[src/rtl/mmio_host_port.sv]
// Host MMIO port: diverts console/exit stores away from RAM, buffers console bytes in a tagged FIFO.
// Optional PC-stall watchdog finish is built when HOST_WATCHDOG_EN is defined.
module mmio_host_port #(
   parameter int          NCHAN     = 1,
   parameter int          DEPTH     = 16,
   parameter logic [31:0] ADDR_PUTC = 32'h8000_001c,
   parameter logic [31:0] ADDR_EXIT = 32'h8000_002c,
   parameter int          TIMEOUT   = 100
) (
   input  logic        clk,
   input  logic        reset,
   input  logic        s_wready,
   input  logic [31:0] s_waddr,
   input  logic [31:0] s_wdata,
   input  logic [3:0]  s_wstrb,
   output logic        m_wready,
   output logic [3:0]  m_wstrb,
   input  logic [31:0] pc,
   output logic        tx_valid,
   input  logic        tx_ready,
   output logic [7:0]  tx_data,
   output logic [1:0]  tx_chan,
   output logic        overflow,
   output logic [15:0] drop_cnt,
   output logic        exit_valid,
   output logic [31:0] exit_code,
   output logic        timeout,
   output logic [1:0]  dbg_state_o
);

   localparam int AW = $clog2(DEPTH);

   // tx stream: a byte moves when tx_valid and tx_ready are both high at a rising edge;
   // tx_valid never depends on tx_ready and the head holds steady until it is taken.
   typedef enum logic [1:0] {
      RUN   = 2'd0,
      DRAIN = 2'd1,
      DONE  = 2'd2
   } state_e;

   state_e      state_q;
   logic        exit_valid_q;
   logic [31:0] exit_code_q;
   logic        timeout_q;

   logic        putc_match;
   logic [1:0]  putc_chan;
   logic        exit_match;
   logic        hit;
   logic        putc_hit;
   logic        exit_hit;

   always_comb begin
      putc_match = 1'b0;
      putc_chan  = 2'd0;
      for (int n = 0; n < NCHAN; n++) begin
         if (s_waddr == ADDR_PUTC + 32'(4 * n)) begin
            putc_match = 1'b1;
            putc_chan  = 2'(n);
         end
      end
   end

   assign exit_match = (s_waddr == ADDR_EXIT);
   assign hit        = s_wready & (putc_match | exit_match);
   assign putc_hit   = s_wready & putc_match;
   assign exit_hit   = s_wready & exit_match;
   assign m_wready   = s_wready & ~hit;
   assign m_wstrb    = s_wstrb;

   logic [AW:0] wr_ptr_q, wr_ptr_d;
   logic [AW:0] rd_ptr_q, rd_ptr_d;
   logic [9:0]  mem_q [DEPTH];
   logic [9:0]  head;
   logic        fifo_empty;
   logic        fifo_full;
   logic        pop;
   logic        push_req;
   logic        push;
   logic        drop;
   logic        overflow_q, overflow_d;
   logic [15:0] drop_cnt_q, drop_cnt_d;

   assign fifo_empty = (wr_ptr_q == rd_ptr_q);
   assign fifo_full  = (wr_ptr_q[AW] != rd_ptr_q[AW]) &&
                       (wr_ptr_q[AW-1:0] == rd_ptr_q[AW-1:0]);
   assign pop        = tx_valid & tx_ready;
   // A full FIFO still takes a byte when the head leaves in the same cycle.
   assign push_req   = putc_hit & (state_q == RUN);
   assign push       = push_req & (~fifo_full | pop);
   assign drop       = push_req & ~push;

   always_comb begin
      wr_ptr_d   = push ? wr_ptr_q + 1'b1 : wr_ptr_q;
      rd_ptr_d   = pop ? rd_ptr_q + 1'b1 : rd_ptr_q;
      overflow_d = overflow_q | drop;
      drop_cnt_d = drop_cnt_q;
      if (drop && drop_cnt_q != 16'hFFFF) begin
         drop_cnt_d = drop_cnt_q + 16'd1;
      end
   end

   always_ff @(posedge clk or posedge reset) begin
      if (reset) begin
         wr_ptr_q   <= '0;
         rd_ptr_q   <= '0;
         overflow_q <= 1'b0;
         drop_cnt_q <= 16'd0;
      end else begin
         wr_ptr_q   <= wr_ptr_d;
         rd_ptr_q   <= rd_ptr_d;
         overflow_q <= overflow_d;
         drop_cnt_q <= drop_cnt_d;
      end
   end

   // Storage needs no reset: the head is masked whenever the FIFO is empty.
   always_ff @(posedge clk) begin
      if (push) begin
         mem_q[wr_ptr_q[AW-1:0]] <= {putc_chan, s_wdata[7:0]};
      end
   end

   assign head     = mem_q[rd_ptr_q[AW-1:0]];
   assign tx_valid = ~fifo_empty;
   assign tx_data  = tx_valid ? head[7:0] : 8'h00;
   assign tx_chan  = tx_valid ? head[9:8] : 2'd0;
   assign overflow = overflow_q;
   assign drop_cnt = drop_cnt_q;

   logic wd_expire;

`ifdef HOST_WATCHDOG_EN
   localparam int CW = $clog2(TIMEOUT + 1);

   logic [31:0]   prev_pc_q;
   logic [CW-1:0] wd_cnt_q;

   always_ff @(posedge clk or posedge reset) begin
      if (reset) begin
         prev_pc_q <= 32'd0;
         wd_cnt_q  <= '0;
      end else begin
         prev_pc_q <= pc;
         if (pc != prev_pc_q) begin
            wd_cnt_q <= '0;
         end else if (wd_cnt_q != CW'(TIMEOUT)) begin
            wd_cnt_q <= wd_cnt_q + 1'b1;
         end
      end
   end

   assign wd_expire = (wd_cnt_q == CW'(TIMEOUT));
`else
   logic unused_pc;
   assign unused_pc = ^pc;
   assign wd_expire = 1'b0;
`endif

   always_ff @(posedge clk or posedge reset) begin
      if (reset) begin
         state_q      <= RUN;
         exit_valid_q <= 1'b0;
         exit_code_q  <= 32'd0;
         timeout_q    <= 1'b0;
      end else begin
         case (state_q)
            RUN: begin
               // An exit store on the expiry cycle takes priority over the watchdog.
               if (exit_hit) begin
                  state_q     <= DRAIN;
                  exit_code_q <= s_wdata;
               end else if (wd_expire) begin
                  state_q     <= DRAIN;
                  exit_code_q <= 32'hFFFF_FFFF;
                  timeout_q   <= 1'b1;
               end
            end
            DRAIN: begin
               if (fifo_empty) begin
                  state_q      <= DONE;
                  exit_valid_q <= 1'b1;
               end
            end
            default: begin
            end
         endcase
      end
   end

   assign exit_valid  = exit_valid_q;
   assign exit_code   = exit_code_q;
   assign timeout     = timeout_q;
   assign dbg_state_o = state_q;

endmodule
[config.mk]
export PLATFORM = sky130hd
export DESIGN_NAME = mmio_host_port
export DESIGN_NICKNAME = d
export VERILOG_FILES = /design/src/rtl/mmio_host_port.sv
export SDC_FILE = /design/constraint.sdc
export NUM_CORES = 1
export LEC_CHECK = 0
export BUFFER_PORTS_ARGS = -buffer_cell sky130_fd_sc_hd__buf_2
export CAP_MARGIN = 20
export CORE_UTILIZATION = 50
export DETAILED_ROUTE_END_ITERATION = 12
export GPL_TIMING_DRIVEN = 0
export PLACE_DENSITY_LB_ADDON = 0.12
export SLEW_MARGIN = 30
export SYNTH_ARGS = -nofsm -noshare
export SYNTH_HDL_FRONTEND = slang
export SYNTH_SLANG_ARGS = --single-unit
[constraint.sdc]
create_clock -name clk -period 3.43 [get_ports clk]
set_input_delay 0 -clock clk [delete_from_list [all_inputs] [get_ports clk]]
set_output_delay 0 -clock clk [all_outputs]
set_load 0.03 [all_outputs]
==> results.toml <==
[outcome]
outcome = "completed"

[sta]
worst_pin_slew_ns = 0.833
fin_skew_ns = 0.00664
maxSlewHeadroom = 0.443
fin_crit_sh = 0.830
slew_violations = 0
finalSetupViolCount = 0
clock.fmax_mhz = 351
period_minus_slack_ns = 2.85
setup_tns_ns = 0
rsz0062_at_grt = "false"
hold_viol = 0

[routing]
routed_wl_um = 16500
drcViolationCount = 0
drt_pass1_iterations = 5
antenna_left = 0
vias = 4546
vias_per_cell = 5.33
drtIter0Drc = 307
wl_per_cell_um = 19.3

[synth]
synth_cell_types = 42
syn_area_per_cell_um2 = 18.0
synthCells = 444
ys_seq_area_frac = 0.676
ys_warn_count = 0
yosys.area.top_type = "edfxtp_1"
yosys_register_bits = 190
syn-cell-area_mm2 = 0.00798
synth_area_leaders = "edfxtp_1 48%, dfrtp_1 19%, mux4_2 6.2%, mux4_1 5.9%, mux2_2 4.8%"
synth_top_cell_area_share = 0.482

[global_routing]
overflow = 0
track_usage = 0.209
grt_pass1_vias = 4600
grt_max_degree = 49
grt_pass1_wl_um = 25000
use_met1 = 0.280
antenna_found_initial = 0
busiest_layer = "met2"
grt_use_met3 = 0.0453
use_met2 = 0.342

[clock_network]
cts_setup_buffers = 0
cts-resized-gates = 0
h-tree-depth = 4
clock_path_buffers = 2
cts_root_buf = "clkbuf_16"
cts_sinks = 190
cts_tree = "yes"
clock_latency_ns = 0.43
cts_inserted_buffers = 17
clkTransAtPathRegs_ns = 0.07

[setup_path]
r2r-start = "rd_ptr_q[1]"
r2r-end = "mem_q[9][3]"
setup.worst_path.start_class = "flip-flop"
cp.arrival_ns = 2.90
startpoint = "rd_ptr_q[1]"
setup.worst_path.end = "mem_q[9][3]"
endpoint_kind = "flip-flop"
required_ns = 3.48
path_max_fanout = 8
r2r_cells = 6
r2r_slack_ns = 0.58
worstSetupPathType = "flip-flop to flip-flop"

[die]
rows = 45
fp.dieH_um = 128
die_w_um = 128
initial_utilization = 0.519
core_area_mm2 = 0.0154
io_pins = 173
dieArea_mm2 = 0.0165

[pwr]
p_per_area_mw_per_mm2 = 632
power.leakage_nw = 4.04
vdd_ir_drop_max_uv = 448

[place]
dp_hpwl_um = 10900
gp_congestion = 0.783
io_buffers = 133
placed_area_mm2 = 0.00897

[layout]
final_common_cell = "buf_2"
area_growth_pct = 24.2
num-fill-cells = 1139
layout_common_cells = "138 x buf_2, 128 x edfxtp_1, 62 x dfrtp_1, 34 x mux2_2, 30 x dlygate4sd3_1"
final_area_mm2 = 0.00991
fin_nets = 739
drive_above_1_share = 0.397
n_antenna_cell = 0

[job]
max-cap-violations = 0

[min_path]
hp-class = "primary input to flip-flop"
## cell type report
class / instances / area, um2 / area share
clock buffer: 23 / 531 / 0.0535
multi-input combinational: 221 / 2370 / 0.239
sequential: 190 / 5400 / 0.544
buffer: 29 / 216 / 0.0218
clock inverter: 9 / 114 / 0.0115
inverter: 6 / 25.0 / 0.00252
tap: 211 / 264 / 0.0266
timing repair buffer: 164 / 993 / 0.100
## where the power goes
part           leakage [nW]  internal (mW)  switching (mW)
Combinational          1.74          0.773           0.870
Sequential             1.99           2.50          0.0383
Clock                 0.314           1.25           0.839
Total                  4.04           4.52            1.75
## cells in the mapped netlist (all sizes together)
cell / instances
a2111oi: 1
a21o: 1
and2: 10
and3: 9
and3b: 1
and4: 2
buf: 26
clkbuf: 3
conb: 1
dfrtp: 62
edfxtp: 128
ha: 6
inv: 6
mux2: 35
mux4: 40
nand2: 9
nand2b: 4
nand3: 11
nand4: 19
nor2: 18
nor2b: 2
nor3: 8
nor3b: 1
nor4: 7
nor4b: 1
nor4bb: 1
o21ai: 2
o21bai: 1
or4: 1
xnor2: 24
xor2: 4
## critical path, stage by stage (launching register included)
cell	delay (ns)
dfrtp_1	0.34
buf_2	0.23
xor2_1	0.28
nor4_4	0.11
a2111oi_4	0.54
nand2_1	0.27
nor2_1	0.70
## how the worst min path moves through the flow
stage,startpoint,end,slack [ns],depth (start not counted)
after floorplan,s_wdata[0],mem_q[0][0],0.1,0
after global placement,s_wdata[14],exit_code[14],0.23,2
after detailed placement,reset,exit_code[30],-0.06,2
after CTS,s_wdata[2],mem_q[2][2],0.0008,1
after global routing,s_wdata[6],mem_q[9][6],0.008,1
final,s_wdata[5],mem_q[11][5],0.01,1
## registers in the layout, summed over array words and instances (netlist names)
signal,cells
exit_code,32
overflow,1
wr_ptr_q,5
dbg_state_o,2
mem_q,128
exit_valid,1
rd_ptr_q,5
drop_cnt,16
## stage by stage
stage | hold slack [ns] | cells | worst slack [ns] | total power [mW] | utilization
final | 0.0147 | 853 | 0.583 | 6.26 | 0.645
after global routing | 0.00823 | 853 | 0.330 | 6.49 | 0.645
after CTS | 0.000786 | 853 | 0.524 | 6.32 | 0.645
after detailed placement | -0.0595 | 791 | 0.533 | 4.23 | 0.583
after global placement | 0.231 | 790 | 0.217 | 4.20 | 0.580
after floorplan | 0.0989 | 446 | 0.829 | 3.77 | -
## routing by layer
metal	part of all wire	vias to the layer above
li1	-	2096
met1	0.44	2290
met2	0.49	137
met3	0.049	23
met4	0.018	0
met5	0	-
## logic make-up after synthesis
kind of cell               after synthesis  synth area share
AOI/OAI and AO/OA                        5           0.00659
xor gates and xnor gates                28            0.0307
adders and majority gates                6           0.00941
buffers and inverters                   35            0.0299
DFF                                    190             0.676
muxes                                   75             0.171
other                                    1          0.000470
and+or+nand+nor                        104            0.0760
## timing repair
item,4_1_cts,5_1_grt
endpoints found under the setup margin,0,0
hold buffers,30,0
hold endpoints to repair,143,0
Power figures use the tool's default switching activity.
